===== src/rtl/uart_param_fifo.sv =====
// uart_param_fifo: parameterised first-word-fall-through FIFO with a
// programmable watermark and sticky overflow/underflow error flags.
//
// Ports:
//   clk, reset          rising-edge clock, asynchronous active-high reset
//   wr_en, wr_data      push request and push word
//   rd_en, rd_data      pop request and head word (valid while empty=0)
//   flush               discard all contents, highest priority
//   thresh              watermark, 0..DEPTH (0 disables thresh_hit)
//   clr_err             clears the sticky error flags
//   level, full, empty  occupancy status, decoded from the count register
//   thresh_hit          level >= thresh (thresh != 0)
//   overflow, underflow sticky error flags
module uart_param_fifo #(
  parameter int unsigned DATA_W = 8,
  parameter int unsigned DEPTH  = 16
) (
  input  logic                       clk,
  input  logic                       reset,
  input  logic                       wr_en,
  input  logic [DATA_W-1:0]          wr_data,
  input  logic                       rd_en,
  output logic [DATA_W-1:0]          rd_data,
  input  logic                       flush,
  input  logic [$clog2(DEPTH):0]     thresh,
  input  logic                       clr_err,
  output logic [$clog2(DEPTH):0]     level,
  output logic                       full,
  output logic                       empty,
  output logic                       thresh_hit,
  output logic                       overflow,
  output logic                       underflow
);

  localparam int unsigned AW = $clog2(DEPTH);
  localparam int unsigned CW = AW + 1;

  logic [DATA_W-1:0] mem [DEPTH];
  logic [AW-1:0]     wr_ptr;
  logic [AW-1:0]     rd_ptr;
  logic [CW-1:0]     count;

  logic pop_ok;
  logic push_ok;
  logic ovf_event;
  logic unf_event;

  // Status decode straight from the count register.
  assign level      = count;
  assign full       = (count == CW'(DEPTH));
  assign empty      = (count == '0);
  assign thresh_hit = (thresh != '0) && (count >= thresh);
  assign rd_data    = mem[rd_ptr];

  // A pop frees the slot a full-FIFO push writes into (pass-through).
  assign pop_ok    = rd_en && !empty && !flush;
  assign push_ok   = wr_en && !flush && (!full || pop_ok);
  assign ovf_event = wr_en && full && !pop_ok && !flush;
  assign unf_event = rd_en && empty && !flush;

  // Storage array; intentionally not reset.
  always_ff @(posedge clk) begin
    if (push_ok) begin
      mem[wr_ptr] <= wr_data;
    end
  end

  // Pointers and occupancy; power-of-two depth lets pointers wrap naturally.
  always_ff @(posedge clk or posedge reset) begin
    if (reset) begin
      wr_ptr <= '0;
      rd_ptr <= '0;
      count  <= '0;
    end else if (flush) begin
      wr_ptr <= '0;
      rd_ptr <= '0;
      count  <= '0;
    end else begin
      if (push_ok) begin
        wr_ptr <= wr_ptr + AW'(1);
      end
      if (pop_ok) begin
        rd_ptr <= rd_ptr + AW'(1);
      end
      case ({push_ok, pop_ok})
        2'b10:   count <= count + CW'(1);
        2'b01:   count <= count - CW'(1);
        default: count <= count;
      endcase
    end
  end

  // Sticky error flags; a new event outranks clr_err, flush leaves them alone.
  always_ff @(posedge clk or posedge reset) begin
    if (reset) begin
      overflow  <= 1'b0;
      underflow <= 1'b0;
    end else begin
      if (ovf_event) begin
        overflow <= 1'b1;
      end else if (clr_err) begin
        overflow <= 1'b0;
      end
      if (unf_event) begin
        underflow <= 1'b1;
      end else if (clr_err) begin
        underflow <= 1'b0;
      end
    end
  end

endmodule


===== config.mk =====
export PLATFORM = sky130hd
export DESIGN_NAME = uart_param_fifo
export DESIGN_NICKNAME = d
export VERILOG_FILES = /design/src/rtl/uart_param_fifo.sv
export SDC_FILE = /design/constraint.sdc
export NUM_CORES = 1
export LEC_CHECK = 0
export CAP_MARGIN = 20
export CORE_UTILIZATION = 63
export CTS_BUF_LIST = sky130_fd_sc_hd__clkbuf_4 sky130_fd_sc_hd__clkbuf_8 sky130_fd_sc_hd__clkbuf_16
export DETAILED_ROUTE_END_ITERATION = 7
export HOLD_SLACK_MARGIN = 0.06
export PLACE_DENSITY_LB_ADDON = 0.2
export SLEW_MARGIN = 10
export SYNTH_ARGS = -nofsm -noshare
export SYNTH_HDL_FRONTEND = slang
export SYNTH_SLANG_ARGS = --single-unit

===== constraint.sdc =====
create_clock -name clk -period 4.5 [get_ports clk]
set_input_delay 0.9 -clock clk [delete_from_list [all_inputs] [get_ports clk]]
set_output_delay 0.9 -clock clk [all_outputs]
set_load 0.05 [all_outputs]

==> qor.log, run 1 <==
INFO  flow_run       maxcap_violations=0
INFO  clock_network  cts-resized-gates=0
INFO  worst_setup_path setup.worst_path.end=rd_data[7]
INFO  floorplan      horizontal_die_dimension=99.47um
INFO  clock_network  cts_root_buf=clkbuf_8
INFO  sta            worst_slack=376.7ps
INFO  routing        drt_iter0_drc=300
INFO  worst_setup_path worst_ep_required_time=3600ps
INFO  clock_network  insertion_delay=510ps
INFO  sta            max_clock_freq=0.2425GHz
INFO  yosys          synth_simple_gate_area_share=5.603%
INFO  finish         mostFrequentLayoutCell=edfxtp_1
INFO  worst_setup_path r2r_cells=7
INFO  yosys          share_of_synthesized_cell_area_in_full_adder_half_adder_and_majority_cells=3.052%
INFO  finish         syn_to_final_growth=19.38%
INFO  sta            setup-violations-final=0
INFO  yosys          synth_top_family_by_area=multiplexers
INFO  sta            final_total_negative_setup_slack=0ps
INFO  routing        detailroute.via_count=3,173
INFO  global_routing global_route_wire_length_before_repair=18,850um
INFO  worst_setup_path critPathLaunch=rd_ptr[0]
INFO  sta            final_min_period_over_clock_period=91.63%
INFO  floorplan      io_pins=37
INFO  finish         layout-drive-gt1-share=24.22%
INFO  clock_network  clk_path_buf_depth=2
INFO  placed_design  hpwl=7647um
INFO  yosys          synth_area=0.005984mm2
INFO  floorplan      placeableCoreArea=0.009240mm2
INFO  global_routing pin_count_of_the_biggest_net_entering_global_routing=20
INFO  finish         diodes=0
INFO  routing        first_pass_iteration_count_of_the_detailed_router=5
INFO  placed_design  pre_cts_ws=686.9ps
INFO  global_routing grtUsageTotal=27.80%
INFO  yosys          post_synth_mux_area_share=15.22%
INFO  status         run_status=finished clean
INFO  finish         fillerInstances=498
INFO  yosys          post_syn_instances=320
INFO  yosys          synthesis.area_per_instance=18.70um2
INFO  clock_network  htree_num_levels=4
INFO  sta            fin_crit=4123ps
INFO  sta            tightest_slew=744.7ps
INFO  clock_network  cts_hold_buffers=0
INFO  global_routing grt_antenna_before_repair=0
INFO  clock_network  cts-buffers-inserted=17
INFO  floorplan      die_height=99.47um
INFO  min_path       depth_of_the_worst_hold_timing_path=1
INFO  finish         layout_nets=404
INFO  yosys          synth_xor_area_share=1.171%
INFO  worst_setup_path crit_type=flip-flop to output pin
INFO  worst_setup_path worst_reg2reg_path_startpoint=level[0]
INFO  global_routing grt.overflow.total=0
INFO  routing        routedWlPerCell=24.19um
INFO  yosys          synthesized_netlist_net_count=353
INFO  yosys          ys_ff_latch=143
INFO  floorplan      num_rows=35
INFO  floorplan      initial_core_util=64.77%
INFO  sta            fin_worst_skew=7.474ps
INFO  clock_network  post_cts_buffers=0
INFO  worst_setup_path crit_fanout=15
INFO  global_routing first_global_vias=3,300
INFO  pwr            power.leakage=2.410nW
INFO  clock_network  cts_tree=built
INFO  placed_design  gp_routability_congestion=0.7807
INFO  routing        avgViaCountPerCell=6.185
INFO  yosys          yosys_synthesis_warning_count=0
INFO  yosys          netlist-cell-type-count=38
INFO  sta            timing.final.hold_violations=0
INFO  sta            finalMaxSlewViolations=0
INFO  routing        remaining_drc_errors=0
INFO  min_path       holdCritPathClass=flip-flop to flip-flop
INFO  worst_setup_path startpoint_type=flip-flop
INFO  routing        ant_nets=0
INFO  pwr            pwr_density_cell=557.5mW/mm2
INFO  worst_setup_path ff2ff_setup_slack=1770ps
INFO  sta            max_slew_margin=50.12%
INFO  worst_setup_path critical_path.reg2reg.endpoint=level[4]
INFO  sta            rsz0062_at_grt=false
INFO  yosys          synthesized_area_fraction_occupied_by_ao_oa_aoi_and_oai_cells=2.300%
INFO  worst_setup_path critical_path_arrival=3220ps
INFO  worst_setup_path critical_path.endpoint_type=output pin
INFO  clock_network  worst_setup_hold_path_clk_slew=60ps
INFO  pwr            irDropWorstVdd=0.3324mV
INFO  placed_design  portBuffers=36
INFO  routing        finalWirelength=12,410um
INFO  clock_network  cts_sinks=143
INFO  finish         commonest_non_fill_non_tap_cells_in_the_layout=edfxtp_1, mux4_2, clkdlybuf4s50_1
INFO  floorplan      fp.dieArea=0.009893mm2
INFO  yosys          post_synthesis_sequential_area_ratio=70.50%
synthesized netlist by cell type:
cell,number,area (um2)
a31oi_1,1,6.260
o31ai_1,2,15.01
or4_4,1,11.26
or4_1,2,15.01
nand2b_1,1,6.260
o21a_1,1,7.510
nor2_1,15,56.30
clkbuf_1,12,45.04
xor2_1,5,43.79
dfrtp_1,15,375.4
nor2b_1,4,25.02
o41ai_1,1,8.760
nand4_1,2,12.51
o2111a_2,1,12.51
nor4_1,5,31.28
nand2_1,11,41.29
ha_1,13,162.7
fa_1,1,20.02
nor3b_1,3,22.52
o211ai_1,1,7.510
and2_1,9,56.30
and3_1,1,6.260
a32oi_1,1,8.760
a21oi_1,5,25.02
a21o_2,1,8.760
inv_1,17,63.81
or2_2,2,12.51
buf_2,4,20.02
a32o_1,2,20.02
mux4_2,40,900.9
or3_1,1,6.260
nand3_1,4,20.02
o21ai_0,1,5.000
edfxtp_1,128,3844
o22ai_1,2,12.51
xnor2_1,3,26.28
and4bb_2,1,12.51
mux2i_1,1,10.01
cells by family (layout without fill, tap and decap cells):
| kind of cell | Yosys count | after routing |
|---|---|---|
| AO/OA/AOI/OAI | 19 | 19 |
| XOR/XNOR | 8 | 8 |
| adder cells (fa/ha/maj) | 14 | 14 |
| buffers and inverters | 33 | 97 |
| flip-flops | 143 | 143 |
| multiplexers | 41 | 41 |
| AND/OR/NAND/NOR | 62 | 62 |
stage by stage:
step / cells / hold slack (ps) / cell area (um2) / power (mW) / util (%)
after floorplan: 320 / 551.4 / 5984 / 2.348 / -
after global placement: 481 / 484.1 / 6570 / 2.639 / 71.10
after detailed placement: 481 / 483.5 / 6570 / 2.662 / 71.10
after CTS: 513 / 498.6 / 7144 / 4.005 / 77.32
after global routing: 513 / 523.2 / 7144 / 4.126 / 77.32
final: 513 / 492.9 / 7144 / 3.983 / 77.32
final cells by class:
class | count | area [um2] | area share [%]
flip-flops and latches | 143 | 4220 | 59.07
multi-input cells | 144 | 1662 | 23.26
repair buffers | 48 | 462.9 | 6.480
well taps | 129 | 161.4 | 2.259
clock inverters | 15 | 160.2 | 2.242
inverters | 17 | 63.81 | 0.8932
clock buffers | 17 | 414.1 | 5.797
worst min path at each step:
stage	slack (ps)	from	to
6_report	490	overflow	overflow
5_1_grt	520	underflow	underflow
4_1_cts	500	overflow	overflow
3_5_place_dp	480	overflow	overflow
3_3_place_gp	480	overflow	overflow
2_1_floorplan	550	wr_ptr[1]	wr_ptr[1]
report_power, final:
| part | switching (mW) | internal, mW | total [mW] | leakage (nW) |
|---|---|---|---|---|
| combinational | 0.566 | 0.481 | 1.05 | 0.779 |
| clock | 0.549 | 0.796 | 1.35 | 0.276 |
| sequential | 0.0980 | 1.49 | 1.59 | 1.35 |
worst max-delay path, stage by stage (launching register included):
cell	delay, ps
dfrtp_2	690
buf_4	300
mux4_2	520
mux4_2	480
clkdlybuf4s50_1	720
per-layer routing:
metal	track usage, %	share of wire [%]	vias to the layer above
met4	10.18	1.8	0
met3	7.098	6.2	22
li1	-	-	1380
met1	35.91	39	1628
met2	46.37	53	143
met5	0	0	-
registers in the layout (all words and copies together), names as in the netlist:
| signal | cells |
|---|---|
| mem | 128 |
| level | 5 |
| rd_ptr | 4 |
| wr_ptr | 4 |
| overflow | 1 |
| underflow | 1 |
Note: power is estimated with default switching activity, not from simulation.
==> inputs of run 2 (changes only) <==
- ABC_AREA: not set -> 1
- CORE_UTILIZATION: 63 -> 64
==> qor.log, run 2 <==
INFO  clock_network  cts_root_buf=clkbuf_8
INFO  routing        first_pass_iteration_count_of_the_detailed_router=5 [unchanged]
INFO  flow_run       maxcap_violations=0 [unchanged]
INFO  routing        remaining_drc_errors=0 [unchanged]
INFO  routing        routedWlPerCell=17.89um [-26%]
INFO  sta            fin_crit=4045ps [-78.33 ps]
INFO  sta            setup-violations-final=0 [unchanged]
INFO  finish         regArea=0.004224mm2 [about the same]
INFO  worst_setup_path critPathLaunch=rd_ptr[1]
INFO  finish         area_taken_by_multi_input_logic_gates=0.001690mm2 [+1.7%]
INFO  worst_setup_path path_cells=buf_4 -> o211ai_1 -> nand3_1 -> nand3_1 -> nand2_1 -> clkdlybuf4s50_1
INFO  worst_setup_path ff2ff_setup_slack=2320ps [+550 ps]
INFO  clock_network  cts_hold_buffers=0 [unchanged]
INFO  floorplan      initial_core_util=65.79% [+1.0 points]
INFO  global_routing first_global_vias=4,082 [+24%]
INFO  sta            fin_worst_skew=8.960ps [+1.487 ps]
INFO  finish         layout-drive-gt1-share=8.428% [-16 points]
INFO  floorplan      die_height=102.0um [+2.6%]
INFO  placed_design  pre_cts_ws=572.2ps [-114.7 ps]
INFO  yosys          number_of_flops_mapped_to_enable_cells_by_yosys=128 [unchanged]
INFO  worst_setup_path crit_fanout=49 [+34]
INFO  worst_setup_path worst_reg2reg_path_startpoint=level[3]
INFO  finish         number_of_flip_flops_under_the_largest_register_name=128 [unchanged]
INFO  min_path       depth_of_the_worst_hold_timing_path=2 [+1]
INFO  worst_setup_path critical_path_arrival=3140ps [-80 ps]
INFO  status         run_status=finished clean
INFO  clock_network  cts_sinks=143 [unchanged]
INFO  worst_setup_path critical_path.reg2reg.endpoint=mem[12][7]
INFO  yosys          post_synthesis_sequential_area_ratio=65.91% [-4.6 points]
INFO  worst_setup_path worst_ep_required_time=3600ps [about the same]
INFO  yosys          synthTopCellsByCount=edfxtp_1, inv_1, nand2_1, nand3_1, a21oi_1
INFO  clock_network  post_cts_buffers=0 [unchanged]
INFO  yosys          netlist-cell-type-count=30 [-21%]
INFO  routing        ant_nets=0 [unchanged]
INFO  clock_network  htree_num_levels=4 [unchanged]
INFO  finish         diodes=0 [unchanged]
INFO  global_routing pin_count_of_the_biggest_net_entering_global_routing=81 [+310%]
INFO  worst_setup_path critical_path.endpoint_type=output pin
INFO  min_path       hold_path.startpoint=overflow
INFO  global_routing global_route_wire_length_before_repair=20,720um [+9.9%]
INFO  pwr            power.leakage=2.867nW [+19%]
INFO  global_routing grt_antenna_before_repair=0 [unchanged]
INFO  worst_setup_path critPathMostFrequentCell=nand3_1
INFO  worst_setup_path r2r_cells=6 [-1]
INFO  finish         layoutNonFillerInstCount=750 [+46%]
INFO  finish         mostFrequentLayoutCell=edfxtp_1
INFO  yosys          ys_ff_latch=143 [unchanged]
INFO  placed_design  number_of_placed_cells_counting_well_taps=718 [+49%]
INFO  finish         layout_nets=637 [+58%]
INFO  clock_network  worst_setup_hold_path_clk_slew=60ps [about the same]
INFO  yosys          yosys_synthesis_warning_count=0 [unchanged]
INFO  floorplan      placeableCoreArea=0.009729mm2 [+5.3%]
INFO  pwr            post-layout-total-power=3.767mW [-5.4%]
INFO  worst_setup_path crit_type=flip-flop to output pin
INFO  min_path       holdCritPathClass=flip-flop to flip-flop
INFO  yosys          yosys.cell_count.top_type=edfxtp_1
INFO  sta            final_min_period_over_clock_period=89.89% [-1.7 points]
INFO  sta            max_slew_margin=36.81% [-13 points]
INFO  placed_design  portBuffers=36 [unchanged]
INFO  floorplan      horizontal_die_dimension=102.0um [+2.6%]
INFO  yosys          yosys.area.top_type=edfxtp_1
INFO  sta            finalMaxSlewViolations=0 [unchanged]
INFO  floorplan      fp.dieArea=0.01041mm2 [+5.2%]
INFO  pwr            pwr_density_cell=507.6mW/mm2 [-9.0%]
INFO  finish         fin_area=0.007421mm2 [+3.9%]
INFO  global_routing grtUsageTotal=27.77% [-0.038 points]
INFO  floorplan      num_rows=36 [+2.9%]
INFO  placed_design  gp_routability_congestion=0.8164 [+4.6%]
INFO  finish         fillerInstances=638 [+28%]
INFO  worst_setup_path startpoint_type=flip-flop
INFO  finish         register_ranked_first_by_flip_flop_count=mem
INFO  clock_network  cts-buffers-inserted=17 [unchanged]
INFO  yosys          share_of_the_synthesized_area_in_the_top_cell_type=60.05% [-4.2 points]
INFO  sta            tightest_slew=944.4ps [+199.7 ps]
INFO  pwr            irDropWorstVdd=0.3089mV [-7.1%]
INFO  sta            max_clock_freq=0.2472GHz [+1.9%]
INFO  worst_setup_path worst_path_max_delay_cell=dfrtp_2
INFO  worst_setup_path timing.critical_path.slowest_cell_delay=970ps [+250 ps]
INFO  yosys          yosys-top-cells-area=edfxtp_1, dfrtp_1, inv_1, nand3_1, nand2_1
INFO  finish         commonest_non_fill_non_tap_cells_in_the_layout=edfxtp_1, inv_1, nand2_1
INFO  clock_network  clk_path_buf_depth=2 [unchanged]
INFO  global_routing grt.overflow.total=0 [unchanged]
INFO  finish         syn_to_final_growth=15.93%
INFO  clock_network  cts-resized-gates=0 [unchanged]
INFO  sta            timing.final.hold_violations=0 [unchanged]
INFO  routing        avgViaCountPerCell=5.693 [-8.0%]
INFO  clock_network  insertion_delay=530ps [+20 ps]
INFO  routing        drt_iter0_drc=321 [+7.0%]
INFO  floorplan      io_pins=37 [unchanged]
INFO  yosys          synth_top_flop_cell=edfxtp_1
INFO  sta            rsz0062_at_grt=false
INFO  yosys          postSynth.asyncResetShare=10.49% [unchanged]
INFO  clock_network  cts_tree=built
INFO  routing        finalWirelength=13,410um [+8.1%]
INFO  yosys          synthesized_netlist_net_count=602 [+71%]
INFO  yosys          post_syn_instances=569 [+78%]
INFO  sta            final_total_negative_setup_slack=0ps [unchanged]
INFO  yosys          synth_area=0.006401mm2 [+7.0%]
INFO  placed_design  hpwl=8287um [+8.4%]
INFO  placed_design  placed_cell_area=0.006840mm2 [+4.1%]
INFO  yosys          synthesis.area_per_instance=11.25um2 [-40%]
INFO  sta            worst_slack=455.1ps [+78.33 ps]
INFO  min_path       hold_end=overflow
INFO  routing        detailroute.via_count=4,270 [+35%]
-- run 2: changes by cell type after synthesis, moves of 10 or more --
cell and delta:
inv_1 +72, nand2_1 +65, nand3_1 +59, mux4_2 -40, o21ai_0 +36, a21oi_1 +33, o211ai_1 +31, buf_4 +10
nor2_1 +10
-- run 2: critical path, delay by kind of cell (launching register included) --
family / cells / cell delay [ps]
flip-flops: 1 / 970
AND/OR/NAND/NOR: 3 / 310
buffers and inverters: 2 / 1170
AO/OA/AOI/OAI: 1 / 150
-- run 2: layer usage --
layer / GRT usage, % / part of all wire, %
met2: 46.10 / 51
met3: 6.293 / 5.6
met5: 0 / 0
met1: 36.11 / 42
met4: 10.33 / 1.6
-- run 2: cell families (layout without fill, tap and decap cells) --
logic type               count (synthesis)  in the layout  share of synthesized area, %
AO/OA/AOI/OAI                          115            115                         10.42
XOR/XNOR                                 2              2                        0.2737
adder cells (fa/ha/maj)                 14             14                         2.854
buffers and inverters                  118            166                         7.682
flip-flops                             143            143                         65.91
AND/OR/NAND/NOR                        177            177                         12.86
-- run 2: worst max path at each step --
stage	cells after the start	to
floorplan	6	thresh_hit
global placement	8	thresh_hit
detailed placement	8	thresh_hit
CTS	6	rd_data[7]
global route	6	rd_data[7]
finish	6	rd_data[7]
-- run 2: cell type report --
class                   count  area share (%)
flip-flops and latches    143           56.92
multi-input cells         308           22.78
clock buffers              18           5.682
repair buffers             41           5.530
inverters                  93           4.704
well taps                 133           2.242
clock inverters            14           2.141
-- run 2: power breakdown --
group,switching [mW],internal [mW]
Combinational,0.541,0.280
Sequential,0.105,1.47
Clock,0.561,0.805
-- run 2: through the flow --
| stage | util, % | hold slack [ps] |
|---|---|---|
| 2_1_floorplan | - | 530.0 |
| 3_3_place_gp | 70.31 | 523.5 |
| 3_5_place_dp | 70.31 | 535.6 |
| 4_1_cts | 76.27 | 552.1 |
| 5_1_grt | 76.27 | 586.2 |
| 6_report | 76.27 | 547.7 |
==> inputs of run 3 (changes only) <==
- PLACE_DENSITY_LB_ADDON: 0.2 -> 0.08
==> qor.log, run 3 (synthesized netlist as in run 2, its figures left out) <==
INFO  clock_network  cts_hold_buffers=0 [unchanged]
INFO  worst_setup_path crit_type=flip-flop to output pin
INFO  worst_setup_path worst_path_max_delay_cell=dfrtp_4
INFO  global_routing grt_antenna_before_repair=0 [unchanged]
INFO  clock_network  worst_setup_hold_path_clk_slew=60ps [about the same]
INFO  floorplan      fp.dieArea=0.01041mm2 [unchanged]
INFO  min_path       holdCritPathClass=flip-flop to flip-flop
INFO  routing        ant_nets=0 [unchanged]
INFO  finish         layout_nets=637 [unchanged]
INFO  routing        routed-wl-met2=6769um [-1.2%]
INFO  flow_run       maxcap_violations=0 [unchanged]
INFO  global_routing grtUsageTotal=28.42% [+0.65 points]
INFO  finish         layout-drive-gt1-share=8.279% [-0.15 points]
INFO  finish         register_ranked_first_by_flip_flop_count=mem
INFO  floorplan      initial_core_util=65.79% [unchanged]
INFO  global_routing pin_count_of_the_biggest_net_entering_global_routing=92 [+14%]
INFO  finish         mostFrequentLayoutCell=edfxtp_1
INFO  finish         syn_to_final_growth=16.05%
INFO  clock_network  cts_root_buf=clkbuf_8
INFO  sta            final_total_negative_setup_slack=0ps [unchanged]
INFO  sta            fin_crit=4130ps [+85.38 ps]
INFO  worst_setup_path r2r_cells=6 [unchanged]
INFO  pwr            irDropWorstVdd=0.3334mV [+7.9%]
INFO  clock_network  clk_path_buf_depth=2 [unchanged]
INFO  status         run_status=finished clean
INFO  min_path       hold_path.startpoint=overflow
INFO  min_path       hold_end=overflow
INFO  finish         diodes=0 [unchanged]
INFO  worst_setup_path critical_path.reg2reg.endpoint=mem[8][7]
INFO  floorplan      num_rows=36 [unchanged]
INFO  worst_setup_path crit_fanout=91 [+86%]
INFO  pwr            power.leakage=2.863nW [-0.14%]
INFO  routing        drt_iter0_drc=354 [+10%]
INFO  pwr            pwr_density_cell=508.6mW/mm2 [+0.20%]
INFO  clock_network  insertion_delay=530ps [about the same]
INFO  clock_network  cts_tree=built
INFO  placed_design  portBuffers=36 [unchanged]
INFO  routing        first_pass_iteration_count_of_the_detailed_router=5 [unchanged]
INFO  worst_setup_path timing.critical_path.slowest_cell_delay=970ps [about the same]
INFO  placed_design  gp_routability_congestion=0.7752 [-5.0%]
INFO  clock_network  cts-resized-gates=0 [unchanged]
INFO  pwr            post-layout-total-power=3.778mW [+0.31%]
INFO  sta            final_min_period_over_clock_period=91.78% [+1.9 points]
INFO  floorplan      horizontal_die_dimension=102.0um [unchanged]
INFO  routing        routedWlPerCell=18.07um [+1.0%]
INFO  global_routing global_route_wire_length_before_repair=21,290um [+2.8%]
INFO  global_routing grt.overflow.total=0 [unchanged]
INFO  clock_network  htree_num_levels=4 [unchanged]
INFO  finish         fin_area=0.007428mm2 [+0.10%]
INFO  sta            fin_worst_skew=7.870ps [-1.090 ps]
INFO  sta            rsz0062_at_grt=false
INFO  routing        avgViaCountPerCell=5.694 [about the same]
INFO  clock_network  cts_sinks=143 [unchanged]
INFO  finish         layoutNonFillerInstCount=749 [-0.13%]
INFO  worst_setup_path ff2ff_setup_slack=2280ps [-40 ps]
INFO  routing        detailroute.via_count=4,265 [-0.12%]
INFO  finish         commonest_non_fill_non_tap_cells_in_the_layout=edfxtp_1, inv_1, nand2_1
INFO  placed_design  pre_cts_ws=592.1ps [+19.89 ps]
INFO  sta            max_clock_freq=0.2421GHz [-2.1%]
INFO  floorplan      io_pins=37 [unchanged]
INFO  finish         number_of_flip_flops_under_the_largest_register_name=128 [unchanged]
INFO  sta            max_slew_margin=26.76% [-10 points]
INFO  worst_setup_path worst_reg2reg_path_startpoint=level[2]
INFO  finish         fillerInstances=668 [+4.7%]
INFO  placed_design  placed_cell_area=0.006840mm2 [unchanged]
INFO  worst_setup_path critPathMostFrequentCell=nand3_1
INFO  routing        met3_wirelength=802um [+6.9%]
INFO  routing        met1_length=5621um [+0.36%]
INFO  sta            tightest_slew=1099ps [+154.2 ps]
INFO  worst_setup_path critical_path_arrival=3230ps [+90 ps]
INFO  clock_network  cts-buffers-inserted=17 [unchanged]
INFO  placed_design  number_of_placed_cells_counting_well_taps=718 [unchanged]
INFO  floorplan      placeableCoreArea=0.009729mm2 [unchanged]
INFO  min_path       depth_of_the_worst_hold_timing_path=2 [unchanged]
INFO  sta            worst_slack=369.7ps [-85.38 ps]
INFO  placed_design  hpwl=8331um [+0.52%]
INFO  global_routing first_global_vias=4,295 [+5.2%]
INFO  routing        finalWirelength=13,540um [+0.90%]
INFO  worst_setup_path path_cells=buf_12 -> a21oi_1 -> o21ai_0 -> nand3_1 -> nand3_1 -> nand2_1 -> clkdlybuf4s50_1
INFO  worst_setup_path critical_path.endpoint_type=output pin
INFO  routing        remaining_drc_errors=0 [unchanged]
INFO  sta            finalMaxSlewViolations=0 [unchanged]
INFO  sta            setup-violations-final=0 [unchanged]
INFO  sta            timing.final.hold_violations=0 [unchanged]
INFO  worst_setup_path startpoint_type=flip-flop
INFO  routing        highest_layer=met4
INFO  worst_setup_path worst_ep_required_time=3600ps [about the same]
INFO  clock_network  post_cts_buffers=0 [unchanged]
INFO  floorplan      die_height=102.0um [unchanged]
[run 3: changes by cell type in the layout (fill, tap and decap cells not counted), sizes merged]
cell	delta
bufinv	+1
clkinvlp	+2
inv	-4
[run 3: worst max-delay path, delay by kind of cell (launching register included)]
kind	cells	cell delay, ps
AOI/OAI and AO/OA	2	280
DFF	1	970
and+or+nand+nor	3	400
buffers and inverters	2	990
[run 3: through the flow]
stage	utilization [%]	hold slack [ps]
floorplan	-	530.0
finish	76.35	539.5
CTS	76.35	543.0
global placement	70.31	520.9
detailed placement	70.31	532.2
global route	76.35	594.8
[run 3: power breakdown]
part           internal, mW  switching [mW]  leakage, nW
clock network         0.848           0.526        0.271
logic                 0.283           0.498         1.24
registers              1.47           0.149         1.35
[run 3: metal layers]
metal  GRT usage (%)  vias to the layer above
met4           13.96                        0
met2           47.13                      159
met5               0                        -
met3           6.498                       29
met1           35.45                     2036
li1                -                     2041
[run 3: how the worst max path moves through the flow]
| stage | startpoint | endpoint | slack (ps) | cells after the start |
|---|---|---|---|---|
| after floorplan | thresh[4] | thresh_hit | 1440 | 6 |
| after global placement | thresh[4] | thresh_hit | 720 | 8 |
| after detailed placement | thresh[4] | thresh_hit | 590 | 8 |
| after CTS | rd_ptr[0] | rd_data[6] | 430 | 6 |
| after global routing | rd_ptr[0] | rd_data[3] | 260 | 7 |
| final | rd_ptr[0] | rd_data[3] | 370 | 7 |
[run 3: layout make-up]
class | instances | area [um2] | area share, %
sequential | 143 | 4224 | 56.86
multi-input combinational | 308 | 1690 | 22.76
clock buffer | 18 | 421.7 | 5.676
timing repair buffer | 41 | 410.4 | 5.525
inverter | 93 | 349.1 | 4.699
clock inverter | 13 | 166.4 | 2.240
tap | 133 | 166.4 | 2.240
